===== config.mk =====
export PLATFORM = sky130hd
export DESIGN_NAME = out_pcm_seq
export DESIGN_NICKNAME = d
export VERILOG_FILES = /design/src/rtl/out_pcm_seq.sv
export SDC_FILE = /design/constraint.sdc
export NUM_CORES = 1
export LEC_CHECK = 0
export ABC_AREA = 1
export CAP_MARGIN = 10
export CORE_ASPECT_RATIO = 0.6
export CORE_MARGIN = 5
export CORE_UTILIZATION = 51
export CTS_BUF_LIST = sky130_fd_sc_hd__clkbuf_8
export CTS_CLUSTER_SIZE = 30
export DETAILED_ROUTE_END_ITERATION = 16
export PLACE_DENSITY_LB_ADDON = 0.1
export SETUP_SLACK_MARGIN = 0.3
export SYNTH_ARGS = -nofsm -noshare
export SYNTH_HDL_FRONTEND = slang
export SYNTH_SLANG_ARGS = --single-unit

===== constraint.sdc =====
create_clock -name clk -period 4.5 [get_ports clk]
set_clock_uncertainty 0.2 [all_clocks]
set_input_delay 0.9 -clock clk [delete_from_list [all_inputs] [get_ports clk]]
set_output_delay 0.9 -clock clk [all_outputs]
set_load 0.005 [all_outputs]

===== src/rtl/out_pcm_seq.sv =====
// Sequential linear-to-G.711 compressor (A-law / u-law) with valid/ready on both sides.
// Optional build macro OUT_PCM_SAT_FLAG_EN adds a 'sat' output flagging clamped samples.
module out_pcm_seq #(
    parameter int SR_W     = 16,
    parameter int ULAW_MAX = 8158,
    parameter int ALAW_MAX = 4095
) (
    input  logic            clk,
    input  logic            reset,
    input  logic            in_valid,
    output logic            in_ready,
    input  logic [SR_W-1:0] sr,
    input  logic            law,
    output logic            out_valid,
    input  logic            out_ready,
    output logic [7:0]      sp
`ifdef OUT_PCM_SAT_FLAG_EN
    ,
    output logic            sat
`endif
);

    typedef enum logic [1:0] {
        S_IDLE,
        S_PREP,
        S_NORM,
        S_OUT
    } state_t;

    localparam logic [SR_W:0] U_LIM = (SR_W+1)'(ULAW_MAX);
    localparam logic [SR_W:0] A_LIM = (SR_W+1)'(ALAW_MAX);

    state_t          state_q, state_d;
    logic [SR_W-1:0] sr_q, sr_d;
    logic            law_q, law_d;
    logic [12:0]     r_q, r_d;
    logic [2:0]      count_q, count_d;
    logic [7:0]      sp_q, sp_d;
    logic            out_valid_q, out_valid_d;
`ifdef OUT_PCM_SAT_FLAG_EN
    logic            sat_pend_q, sat_pend_d;
    logic            sat_q, sat_d;
`endif

    // Magnitudes are one bit wider than the input so -2^(SR_W-1) negates cleanly.
    logic [SR_W:0] sr_ext;
    logic [SR_W:0] mag_u;
    logic [SR_W:0] mag_a;
    logic          u_over;
    logic          a_over;
    logic [12:0]   u_clamp;
    logic [11:0]   a_clamp;
    logic [12:0]   r_prep;

    assign sr_ext  = {sr_q[SR_W-1], sr_q};
    assign mag_u   = sr_q[SR_W-1] ? -sr_ext : sr_ext;
    assign mag_a   = sr_q[SR_W-1] ? ~sr_ext : sr_ext;
    assign u_over  = (mag_u > U_LIM);
    assign a_over  = (mag_a > A_LIM);
    assign u_clamp = u_over ? U_LIM[12:0] : mag_u[12:0];
    assign a_clamp = a_over ? A_LIM[11:0] : mag_a[11:0];
    assign r_prep  = law_q ? {a_clamp, 1'b0} : (u_clamp + 13'd33);

    logic       pos;
    logic [2:0] cap;
    logic       stop;
    logic [2:0] seg;
    logic [7:0] xor_mask;
    logic [7:0] code;

    assign pos      = ~sr_q[SR_W-1];
    assign cap      = law_q ? 3'd6 : 3'd7;
    assign stop     = r_q[12] | (count_q == cap);
    // A-law segment 0 never normalises, so its count saturates at cap with r[12] still clear.
    assign seg      = (law_q && !r_q[12]) ? 3'd0 : (3'd7 - count_q);
    assign xor_mask = law_q ? (pos ? 8'hD5 : 8'h55) : (pos ? 8'hFF : 8'h7F);
    assign code     = {1'b0, seg, r_q[11:8]} ^ xor_mask;

    always_comb begin
        state_d     = state_q;
        sr_d        = sr_q;
        law_d       = law_q;
        r_d         = r_q;
        count_d     = count_q;
        sp_d        = sp_q;
        out_valid_d = out_valid_q;
`ifdef OUT_PCM_SAT_FLAG_EN
        sat_pend_d  = sat_pend_q;
        sat_d       = sat_q;
`endif
        case (state_q)
            S_IDLE: begin
                if (in_valid) begin
                    sr_d    = sr;
                    law_d   = law;
                    state_d = S_PREP;
                end
            end
            S_PREP: begin
                r_d     = r_prep;
                count_d = '0;
`ifdef OUT_PCM_SAT_FLAG_EN
                sat_pend_d = law_q ? a_over : u_over;
`endif
                state_d = S_NORM;
            end
            S_NORM: begin
                if (stop) begin
                    sp_d        = code;
                    out_valid_d = 1'b1;
`ifdef OUT_PCM_SAT_FLAG_EN
                    sat_d       = sat_pend_q;
`endif
                    state_d     = S_OUT;
                end else begin
                    r_d     = {r_q[11:0], 1'b0};
                    count_d = count_q + 3'd1;
                end
            end
            S_OUT: begin
                if (out_ready) begin
                    out_valid_d = 1'b0;
`ifdef OUT_PCM_SAT_FLAG_EN
                    sat_d       = 1'b0;
`endif
                    state_d     = S_IDLE;
                end
            end
            default: state_d = S_IDLE;
        endcase
    end

    always_ff @(posedge clk or posedge reset) begin
        if (reset) begin
            state_q     <= S_IDLE;
            sr_q        <= '0;
            law_q       <= 1'b0;
            r_q         <= '0;
            count_q     <= '0;
            sp_q        <= '0;
            out_valid_q <= 1'b0;
`ifdef OUT_PCM_SAT_FLAG_EN
            sat_pend_q  <= 1'b0;
            sat_q       <= 1'b0;
`endif
        end else begin
            state_q     <= state_d;
            sr_q        <= sr_d;
            law_q       <= law_d;
            r_q         <= r_d;
            count_q     <= count_d;
            sp_q        <= sp_d;
            out_valid_q <= out_valid_d;
`ifdef OUT_PCM_SAT_FLAG_EN
            sat_pend_q  <= sat_pend_d;
            sat_q       <= sat_d;
`endif
        end
    end

    assign in_ready  = (state_q == S_IDLE);
    assign out_valid = out_valid_q;
    assign sp        = sp_q;
`ifdef OUT_PCM_SAT_FLAG_EN
    assign sat       = sat_q;
`endif

endmodule


==> results.cfg <==
[run_status]
outcome = finished clean

[layout]
drive_gt1_share_pct = 10.10
num_antenna_cells = 0
fillers = 605
multiInputGateArea_um2 = 1846
finalNonFillerCells = 579
area_delta_synth_final_pct = 14.70
seq_area_um2 = 1101
nets = 524

[worst_setup_path]
critPathArrivalTime_ns = 3.40
critPathKind = flip-flop to flip-flop
crit_required_ns = 4.55
r2r_setup_slack_ns = 1.15
cp-start-kind = flip-flop
path_max_fanout = 30
end_kind = flip-flop
r2r_start = sr_q[15]
worst-r2r-cell-count = 18
reg2reg_to = r_q[8]

[clock_tree]
cts_buffers = 5
cts.sinks = 44
clock_latency_ns = 0.31
ctsHoldBuffers = 0
cts_tree = yes
ctsResizeCount = 0
post-cts-setup-buffers = 0
path_clk_slew_ns = 0.09
max-clock-path-buffers = 2
cts_root_buf = clkbuf_8
cts-htree-levels = 2

[power]
pwr-share-comb_pct = 64.8
pwr-share-clk_pct = 10.8
p_int_mw = 1.468
powerDensity_nw_per_um2 = 823.5
irDropWorstVdd_mv = 0.4326
p_sw_mw = 1.587
swShare_pct = 51.96
leakagePower_nw = 1.754
p_seq_share_pct = 24.3

[detailed_routing]
wire_per_inst_um = 13.71
wl_met1_um = 4130
ant_nets = 0
wl_met3_um = 495
top_layer = met4
dr.pass1.iters = 5
routed_via_density = 5.273
wl_um = 7936
wl_met2_um = 3249
drc = 0
vias = 3053
dr.first_iter.drc_count = 196

[sta]
report.final.hold_viol_count = 0
rsz0062_at_grt = false
max_freq_mhz = 298.3
setup_slack_ns = 1.148
fin_crit_sh_pct = 74.50
slew_viol_final = 0
worst_slew_pin_slew_ns = 0.9904
tns_ns = 0
period_needed_ns = 3.352
whs_ns = 0.2944
finalSetupViolCount = 0
max_slew_margin_pct = 33.81

[global_routing]
grt.total_usage_pct = 20.59
grt_max_degree = 34
grt.overflow.total = 0
grt_pass1_wl_um = 13540
grt_pass1_vias = 2872
antenna_found_initial = 0

[place]
place_congestion = 0.9100
port_buffers = 30
dpl.hpwl_um = 6188
post-place-ws_ns = 1.220
place_inst = 571

[yosys]
syn-cell-area_um2 = 3234
synth_compound_area_share_pct = 17.56
synth_xor_area_share_pct = 3.791
synthAdderAreaFrac_pct = 3.482
seq_area_frac_synth_pct = 34.04
synth_top_family_by_area = simple AND/OR/NAND/NOR gates
synth-seq-cells = 44
synth_cell_types = 36
synth_mux_area_share_pct = 0.3482
synth-simple-area-share_pct = 31.88
syn-mean-instance-area_um2 = 6.896
syn_inst = 469
ys_warn_count = 0
synth_fp_nets = 499

[floorplanning]
dieArea_um2 = 8087
die_w_um = 112.8
row_count = 22
fp.dieH_um = 71.69
ios = 31
core_um2 = 6138
initial_core_util_pct = 52.69

[min_path]
hold_path_depth = 2
holdPathEnd = sp[0]
hp-start = sp[0]
holdCritPathClass = flip-flop to flip-flop

[run]
drv_cap = 0
-- layout make-up --
| cell class | count | share of cell area (%) |
|---|---|---|
| clock buffers | 6 | 2.226 |
| clock inverters | 2 | 1.046 |
| inverters | 55 | 5.565 |
| multi-input cells | 354 | 49.75 |
| flip-flops and latches | 44 | 29.68 |
| well taps | 84 | 2.833 |
| repair buffers | 34 | 8.904 |
-- placed cells by master, fill, tap and decap left out, drive strengths merged --
master	instances
o31ai	4
nor2	58
xor2	6
o41ai	3
dfrtp	44
o211ai	7
a21oi	37
nand3b	1
o21ai	45
bufinv	1
nand3	38
inv	52
xnor2	8
a211oi	2
clkdlybuf4s50	30
clkinv	4
ha	9
o22ai	2
mux2	1
nand4	2
or2	1
clkbuf	6
nand2	130
buf	4
-- flip-flops by register name, indices dropped and copies added (netlist names) --
name,cells
count_q,3
law_q,1
out_valid,1
r_q,13
sp,8
sr_q,16
state_q,2
-- routing by layer --
metal | vias to the layer above | global-route usage [%]
met1 | 1394 | 30.08
met3 | 7 | 4.895
met4 | 0 | 3.333
li1 | 1569 | -
met2 | 83 | 31.56
met5 | - | 0
-- cells by family (layout without fill, tap and decap cells) --
kind of cell             Yosys count  count (layout)
AND/OR/NAND/NOR                  230             230
AO/OA/AOI/OAI                    100             100
buffers and inverters             71              97
flip-flops                        44              44
XOR/XNOR                          14              14
adder cells (fa/ha/maj)            9               9
multiplexers                       1               1
-- worst max path at each step --
stage | startpoint | to | cells after the start
after floorplan | sr_q[0] | r_q[8] | 20
after global placement | sr_q[0] | r_q[8] | 19
after detailed placement | sr_q[15] | r_q[8] | 18
after CTS | sr_q[15] | r_q[8] | 18
after global routing | sr_q[15] | r_q[2] | 16
final | sr_q[15] | r_q[8] | 18
-- per-stage QoR --
stage	utilization [%]	total power [mW]	instance area [µm²]
2_1_floorplan	-	2.232	3234
3_3_place_gp	58.46	2.671	3588
3_5_place_dp	58.46	2.708	3588
4_1_cts	60.44	3.051	3710
5_1_grt	60.44	3.374	3710
6_report	60.44	3.055	3710
-- Yosys cell counts (all sizes together) --
| cell type | n | area share [%] |
|---|---|---|
| nand2 | 130 | 17 |
| clkbuf | 10 | 1.2 |
| inv | 53 | 6.2 |
| clkinv | 2 | 0.23 |
| o31ai | 4 | 0.93 |
| or2 | 1 | 0.19 |
| a211oi | 2 | 0.46 |
| nor2 | 58 | 8.2 |
| buf | 6 | 1.4 |
| a21oi | 37 | 6.1 |
| o41ai | 3 | 0.81 |
| xor2 | 6 | 1.6 |
| nand3b | 1 | 0.23 |
| mux2 | 1 | 0.35 |
| dfrtp | 44 | 34 |
| o211ai | 7 | 1.6 |
| o21ai | 45 | 7.1 |
| o22ai | 2 | 0.58 |
| nand3 | 38 | 6.2 |
| xnor2 | 8 | 2.2 |
| nand4 | 2 | 0.39 |
| ha | 9 | 3.5 |
-- critical path: stages (launching register included) --
cell      delay [ns]
dfrtp_1         0.48
buf_4           0.36
inv_1           0.19
ha_1            0.22
nand3_1         0.09
o22ai_2         0.14
nand3b_1        0.23
a21oi_4         0.36
nand2_1         0.10
ha_1            0.26
nand2_2         0.10
inv_2           0.05
nand3_1         0.07
nand2_2         0.07
nand2_1         0.06
nand2_1         0.04
o21ai_1         0.12
nand2_1         0.06
nand2_1         0.06
-- power by group through the flow --
stage          Combinational [mW]  Sequential (mW)  Clock (mW)
5_1_grt                      2.25            0.772       0.355
6_report                     1.98            0.743       0.331
3_3_place_gp                 1.93            0.741           0
2_1_floorplan                1.52            0.710           0
3_5_place_dp                 1.96            0.749           0
4_1_cts                      1.97            0.743       0.337
Note: power is estimated with default switching activity, not from simulation.
